===== src/rtl/moore_seq_detect_param_if.sv =====
// rtl/moore_seq_detect_param_if.sv - serial bit-stream and detector status bundle
//
// Carries the sampled serial input (en, x) toward the detector and its status
// (z, progress, match_count) back out. The master modport is the stream
// source / status consumer; the slave modport is the detector.
// Optional MOORE_SEQ_RUNTIME_PAT_EN adds pat_load / pat_in.
//
// Parameters:
//   PAT_W  pattern length (sets pat_in and progress widths)
//   CNT_W  match counter width

interface moore_seq_detect_param_if #(
    parameter int PAT_W = 4,
    parameter int CNT_W = 8
);
    logic                       en;
    logic                       x;
    logic                       z;
    logic [$clog2(PAT_W+1)-1:0] progress;
    logic [CNT_W-1:0]           match_count;
`ifdef MOORE_SEQ_RUNTIME_PAT_EN
    logic                       pat_load;
    logic [PAT_W-1:0]           pat_in;

    modport master (output en, x, pat_load, pat_in, input z, progress, match_count);
    modport slave  (input en, x, pat_load, pat_in, output z, progress, match_count);
`else
    modport master (output en, x, input z, progress, match_count);
    modport slave  (input en, x, output z, progress, match_count);
`endif
endinterface


===== src/rtl/moore_seq_detect_param.sv =====
// rtl/moore_seq_detect_param.sv - parametrised Moore serial sequence detector
//
// Tracks k, the length of the longest pattern prefix that is a suffix of the
// qualified bit stream. k == PAT_W is the MATCH state; z decodes it from the
// registered state only. A saturating counter counts entries into MATCH.
//
// Ports:
//   clock             rising-edge clock
//   reset             asynchronous active-low reset
//   bus.en            qualify x on this clock edge
//   bus.x             serial data bit
//   bus.z             1 while in MATCH
//   bus.progress      current k (0..PAT_W)
//   bus.match_count   saturating match count
//   bus.pat_load      (MOORE_SEQ_RUNTIME_PAT_EN) load bus.pat_in as pattern
//   bus.pat_in        (MOORE_SEQ_RUNTIME_PAT_EN) new pattern value
//
// Build option: MOORE_SEQ_RUNTIME_PAT_EN enables the runtime-loadable pattern.

module moore_seq_detect_param #(
    parameter int               PAT_W   = 4,
    parameter logic [PAT_W-1:0] PATTERN = 4'b1001,
    parameter bit               OVERLAP = 1'b1,
    parameter int               CNT_W   = 8
) (
    input  logic                    clock,
    input  logic                    reset,
    moore_seq_detect_param_if.slave bus
);
    localparam int               KW      = $clog2(PAT_W + 1);
    localparam logic [KW-1:0]    K_MATCH = KW'(PAT_W);
    localparam logic [CNT_W-1:0] CNT_MAX = {CNT_W{1'b1}};

    logic [PAT_W-1:0] w_pat;
    logic             w_load;

`ifdef MOORE_SEQ_RUNTIME_PAT_EN
    logic [PAT_W-1:0] r_pat;

    always_ff @(posedge clock or negedge reset) begin
        if (!reset) begin
            r_pat <= PATTERN;
        end else if (bus.pat_load) begin
            r_pat <= bus.pat_in;
        end
    end

    assign w_pat  = r_pat;
    assign w_load = bus.pat_load;
`else
    assign w_pat  = PATTERN;
    assign w_load = 1'b0;
`endif

    logic [PAT_W-1:0] r_hist;
    logic [KW-1:0]    r_k;
    logic [CNT_W-1:0] r_cnt;

    logic [PAT_W-1:0] w_hist_shift;
    logic [PAT_W-1:0] w_hist_nxt;
    logic [KW-1:0]    w_k_search;
    logic [KW-1:0]    w_k_nxt;
    logic [CNT_W-1:0] w_cnt_nxt;

    // True when the newest j history bits equal the first j pattern bits.
    function automatic logic prefix_ok(input logic [PAT_W-1:0] hist,
                                       input logic [PAT_W-1:0] pat,
                                       input int               j);
        logic [PAT_W-1:0] mask;
        mask = '0;
        for (int i = 0; i < PAT_W; i++) begin
            if (i < j) mask[i] = 1'b1;
        end
        return ((hist & mask) == ((pat >> (PAT_W - j)) & mask));
    endfunction

    always_ff @(posedge clock or negedge reset) begin
        if (!reset) begin
            r_hist <= '0;
            r_k    <= '0;
            r_cnt  <= '0;
        end else begin
            r_hist <= w_hist_nxt;
            r_k    <= w_k_nxt;
            r_cnt  <= w_cnt_nxt;
        end
    end

    always_comb begin
        w_hist_shift = {r_hist[PAT_W-2:0], bus.x};
        w_hist_nxt   = r_hist;
        w_k_nxt      = r_k;
        w_cnt_nxt    = r_cnt;
        w_k_search   = '0;

        // Bounding j by k+1 keeps stale history bits (zeros after reset or a
        // pattern load) from ever forming a false match.
        for (int j = 1; j <= PAT_W; j++) begin
            if ((j <= int'(r_k) + 1) && prefix_ok(w_hist_shift, w_pat, j)) begin
                w_k_search = KW'(j);
            end
        end

        // Non-overlapping mode: a completed match forgets everything but x.
        if (!OVERLAP && (r_k == K_MATCH)) begin
            w_k_search = (bus.x == w_pat[PAT_W-1]) ? KW'(1) : '0;
        end

        if (w_load) begin
            w_k_nxt    = '0;
            w_hist_nxt = '0;
        end else if (bus.en) begin
            w_k_nxt    = w_k_search;
            w_hist_nxt = w_hist_shift;
            if ((w_k_search == K_MATCH) && (r_cnt != CNT_MAX)) begin
                w_cnt_nxt = r_cnt + 1'b1;
            end
        end
    end

    assign bus.z           = (r_k == K_MATCH);
    assign bus.progress    = r_k;
    assign bus.match_count = r_cnt;

endmodule


===== src/flat_wrapper.sv =====
// flat-port wrapper written by rule: the top's interface ports become plain ports
module moore_seq_detect_param_flat 
#(
    parameter int               PAT_W   = 4,
    parameter logic [PAT_W-1:0] PATTERN = 4'b1001,
    parameter bit               OVERLAP = 1'b1,
    parameter int               CNT_W   = 8
)
  (clock, reset, bus_en, bus_x, bus_z, bus_progress, bus_match_count);
  moore_seq_detect_param_if #(.PAT_W(PAT_W), .CNT_W(CNT_W)) bus_i ();
  input  logic clock;
  input  logic reset;
  input wire logic [$bits(bus_i.en)-1:0] bus_en;
  input wire logic [$bits(bus_i.x)-1:0] bus_x;
  output wire logic [$bits(bus_i.z)-1:0] bus_z;
  output wire logic [$bits(bus_i.progress)-1:0] bus_progress;
  output wire logic [$bits(bus_i.match_count)-1:0] bus_match_count;
  assign bus_i.en = bus_en;
  assign bus_i.x = bus_x;
  assign bus_z = bus_i.z;
  assign bus_progress = bus_i.progress;
  assign bus_match_count = bus_i.match_count;
  moore_seq_detect_param #(.PAT_W(PAT_W), .PATTERN(PATTERN), .OVERLAP(OVERLAP), .CNT_W(CNT_W)) u_core (.clock(clock), .reset(reset), .bus(bus_i));
endmodule

===== config.mk =====
export PLATFORM = sky130hd
export DESIGN_NAME = moore_seq_detect_param_flat
export DESIGN_NICKNAME = d
export VERILOG_FILES = /design/src/rtl/moore_seq_detect_param_if.sv /design/src/rtl/moore_seq_detect_param.sv /design/src/flat_wrapper.sv
export SDC_FILE = /design/constraint.sdc
export NUM_CORES = 1
export LEC_CHECK = 0
export CORE_MARGIN = 5
export CORE_UTILIZATION = 35
export DETAILED_ROUTE_END_ITERATION = 10
export MAX_ROUTING_LAYER = met4
export SYNTH_ARGS = -nofsm -noshare
export SYNTH_HDL_FRONTEND = slang
export SYNTH_SLANG_ARGS = --single-unit

===== constraint.sdc =====
create_clock -name clock -period 3.6 [get_ports clock]
set_clock_uncertainty 0.15 [all_clocks]
set_input_delay 0.72 -clock clock [delete_from_list [all_inputs] [get_ports clock]]
set_output_delay 0.72 -clock clock [all_outputs]
set_load 0.05 [all_outputs]

==> metrics.txt <==
# TYPE chip_impl_metric gauge
chip_impl_metric{name="final_routed_wirelength_across_all_metal_layers",unit="mm"} 1.34
chip_impl_metric{name="synth_seq_cells",unit=""} 14
chip_impl_metric{name="cell_count_post_placement",unit=""} 111
chip_impl_metric{name="report.final.setup_viol",unit=""} 0
chip_impl_metric{name="largest_net_degree_at_the_start_of_global_routing",unit=""} 15
chip_impl_info{name="cts_tree",value="done"} 1
chip_impl_metric{name="clk-insertion-delay-late",unit="ns"} 0.28
chip_impl_metric{name="detail_route.iter0.violations",unit=""} 8
chip_impl_metric{name="final-hold-violation-count",unit=""} 0
chip_impl_metric{name="critPathArrivalTime",unit="ns"} 1.89
chip_impl_info{name="clk_root_buffer_cell",value="clkbuf_4"} 1
chip_impl_metric{name="setup_total_neg_slack",unit="ns"} 0
chip_impl_metric{name="grt_pass1_wl",unit="mm"} 2.42
chip_impl_metric{name="fp.dieH",unit="microns"} 56.1
chip_impl_info{name="path_class",value="reg2out"} 1
chip_impl_info{name="critical-path-top-delay-family",value="buffers and inverters"} 1
chip_impl_metric{name="grt_remaining_overflow",unit=""} 0
chip_impl_metric{name="drt_first_pass_iters",unit=""} 2
chip_impl_metric{name="fp.dieArea",unit="sq um"} 3150
chip_impl_metric{name="power_density",unit="nW/um^2"} 427
chip_impl_metric{name="worst_pin_slew",unit="ns"} 0.619
chip_impl_metric{name="cts_max_path_buffers",unit=""} 2
chip_impl_metric{name="cts_hold_buffers_added",unit=""} 0
chip_impl_metric{name="groute.usage.overall",unit="%"} 10.3
chip_impl_metric{name="insertedDiodeCount",unit=""} 0
chip_impl_metric{name="syn_area_per_cell",unit="sq um"} 10.5
chip_impl_metric{name="post_synthesis_net_count",unit=""} 79
chip_impl_metric{name="max_clock_freq",unit="MHz"} 362
chip_impl_info{name="final_common_cell",value="clkdlybuf4s50_1"} 1
chip_impl_metric{name="final_antenna_net_count",unit=""} 0
chip_impl_metric{name="synth_top_area_share",unit="%"} 47.1
chip_impl_metric{name="synth-warning-count",unit=""} 0
chip_impl_metric{name="gp_routability_congestion",unit=""} 0.805
chip_impl_info{name="worst_hold_path_type",value="reg2reg"} 1
chip_impl_metric{name="syn2layout_area_growth",unit="%"} 27.6
chip_impl_metric{name="via_count_of_the_first_global_routing_pass",unit=""} 563
chip_impl_metric{name="drcViolationCount",unit=""} 0
chip_impl_metric{name="htree_levels",unit=""} 1
chip_impl_metric{name="routed_wire_length_per_instance",unit="microns"} 11.6
chip_impl_metric{name="post-route-min-period",unit="ns"} 2.76
chip_impl_metric{name="path_buf_inv",unit=""} 2
chip_impl_metric{name="core_area",unit="sq um"} 2000
chip_impl_metric{name="timing.critical_path.slowest_cell_delay",unit="ns"} 0.79
chip_impl_metric{name="routed-via-count",unit=""} 553
chip_impl_metric{name="critPathRequiredTime",unit="ns"} 2.73
chip_impl_metric{name="worst_slack_at_placement",unit="ns"} 0.838
chip_impl_info{name="most_frequent_cells_in_the_layout",value="clkdlybuf4s50_1 (15), dfrtp_1 (14), inv_1 (6)"} 1
chip_impl_metric{name="ioPinCount",unit=""} 16
chip_impl_metric{name="grt_antenna_before_repair",unit=""} 0
chip_impl_info{name="cp-end-kind",value="output port"} 1
chip_impl_metric{name="finalNonFillerCells",unit=""} 115
chip_impl_info{name="cp-start-kind",value="flop"} 1
chip_impl_metric{name="clkSlewWorstSetupHoldPaths",unit="ns"} 0.08
chip_impl_metric{name="tritoncts.num_buffers",unit=""} 3
chip_impl_metric{name="floorplan.initialDensity",unit="%"} 37.2
chip_impl_metric{name="timing.max_slew.rel_slack",unit="%"} 58.6
chip_impl_info{name="synth.area.top_cells",value="dfrtp_1 (47%), ha_1 (6.7%), mux2_2 (6.1%)"} 1
chip_impl_metric{name="part_of_the_yosys_area_used_for_sequential_elements",unit="%"} 47.1
chip_impl_metric{name="die_w",unit="microns"} 56.1
chip_impl_metric{name="ctsResizeCount",unit=""} 0
chip_impl_info{name="synth_top_area_cell",value="dfrtp_1"} 1
chip_impl_metric{name="final_net_count",unit=""} 97
chip_impl_info{name="critical_path.slowest_cell",value="clkdlybuf4s50_1"} 1
chip_impl_metric{name="finalWorstSetupSlack",unit="ns"} 0.837
chip_impl_metric{name="power_leakage",unit="nW"} 0.407
chip_impl_info{name="outcome",value="completed"} 1
chip_impl_metric{name="path_max_fanout",unit=""} 4
chip_impl_metric{name="post-cts-setup-buffers",unit=""} 0
chip_impl_metric{name="port_buffers",unit=""} 15
chip_impl_info{name="rsz0062_at_grt",value="no"} 1
chip_impl_metric{name="viasPerCell",unit=""} 4.81
chip_impl_metric{name="cap_violations",unit=""} 0
chip_impl_metric{name="syn_area",unit="sq um"} 744
chip_impl_metric{name="detailed_place_hpwl",unit="mm"} 1.04
chip_impl_metric{name="clock_sinks",unit=""} 14
chip_impl_metric{name="netlist-cell-type-count",unit=""} 27
chip_impl_metric{name="std_cell_rows",unit=""} 16
chip_impl_metric{name="post-route-util",unit="%"} 47.4
chip_impl_metric{name="drive_above_1_share",unit="%"} 11.4
chip_impl_metric{name="timing.final.crit_share",unit="%"} 76.8
chip_impl_info{name="crit_chain",value="inv_1, ha_1, and2_1, clkdlybuf4s50_1"} 1
chip_impl_metric{name="vdd_ir_drop_max",unit="uV"} 197
chip_impl_metric{name="syn_inst",unit=""} 71
chip_impl_metric{name="maxSlewViolCount",unit=""} 0
## cells in the mapped netlist
| library cell | number |
|---|---|
| or2_2 | 1 |
| nor2_1 | 5 |
| or3b_1 | 1 |
| nor3b_1 | 1 |
| nor3_1 | 2 |
| a2111oi_0 | 1 |
| nand3_1 | 3 |
| buf_6 | 1 |
| clkbuf_1 | 1 |
| and2_1 | 2 |
| mux2_2 | 4 |
| xor2_1 | 5 |
| inv_1 | 6 |
| dfrtp_1 | 14 |
| o21ai_0 | 4 |
| a21oi_1 | 1 |
| nor4_1 | 2 |
| nand2_1 | 5 |
| a22oi_1 | 1 |
| nand4_1 | 1 |
| a311o_1 | 1 |
| nor4b_2 | 1 |
| o32a_1 | 1 |
| o21bai_1 | 1 |
| nand2b_1 | 1 |
| a2111o_1 | 1 |
| ha_1 | 4 |
## final cells by class
type / instances / area, sq um
clock buffer: 4 / 36.3
fill: 200 / 1050
inverter: 6 / 22.5
multi-input combinational: 49 / 357
sequential: 14 / 350
tap: 27 / 33.8
timing repair buffer: 15 / 150
## cells by family (layout without fill, tap and decap cells)
logic type,Yosys count,after routing,synth area share [%]
AOI/OAI and AO/OA,11,11,10.8
xor gates and xnor gates,5,5,5.88
adders and majority gates,4,4,6.72
buffers and inverters,8,25,5.04
DFF,14,14,47.1
muxes,4,4,6.05
and+or+nand+nor,25,25,18.5
## flip-flops by register name, summed over array words and instances (netlist names)
register,count
u_core.bus.progress,3
u_core.bus.match_count,8
u_core.r_hist,3
## power breakdown
part	internal, mW	leakage (nW)	total (mW)	switching (mW)
Clock	0.0616	0.0210	0.112	0.0502
Combinational	0.0418	0.203	0.106	0.0642
Sequential	0.172	0.183	0.188	0.0159
Total	0.275	0.407	0.405	0.130
## per-layer routing
metal | vias to the layer above | GRT usage [%] | wire (microns)
met5 | - | - | 0
met4 | 0 | 8.81 | 61
met3 | 7 | 2.78 | 54
met2 | 13 | 14.7 | 577
met1 | 247 | 11.8 | 646
li1 | 286 | - | -
## through the flow
step,instance area [sq um],hold slack [ns],power (mW)
2_1_floorplan,744,0.274,0.260
3_3_place_gp,913,0.351,0.297
3_5_place_dp,913,0.354,0.298
4_1_cts,950,0.370,0.413
5_1_grt,950,0.399,0.434
6_report,950,0.361,0.405
## path summary, 6_finish.rpt
check                                     startpoint                   endpoint  slack (ns)  cells after the start
max                           u_core.bus.progress[1]                      bus_z        0.84                      4
min                        u_core.bus.match_count[7]  u_core.bus.match_count[7]        0.36                      1
max reg2reg                   u_core.bus.progress[0]  u_core.bus.match_count[1]        1.36                      5
min reg2reg                u_core.bus.match_count[7]  u_core.bus.match_count[7]        0.36                      1
max in group asynchronous                      reset  u_core.bus.match_count[6]        2.23                      1
min in group asynchronous                      reset     u_core.bus.progress[0]        0.67                      1
(Power assumes the default switching activity.)
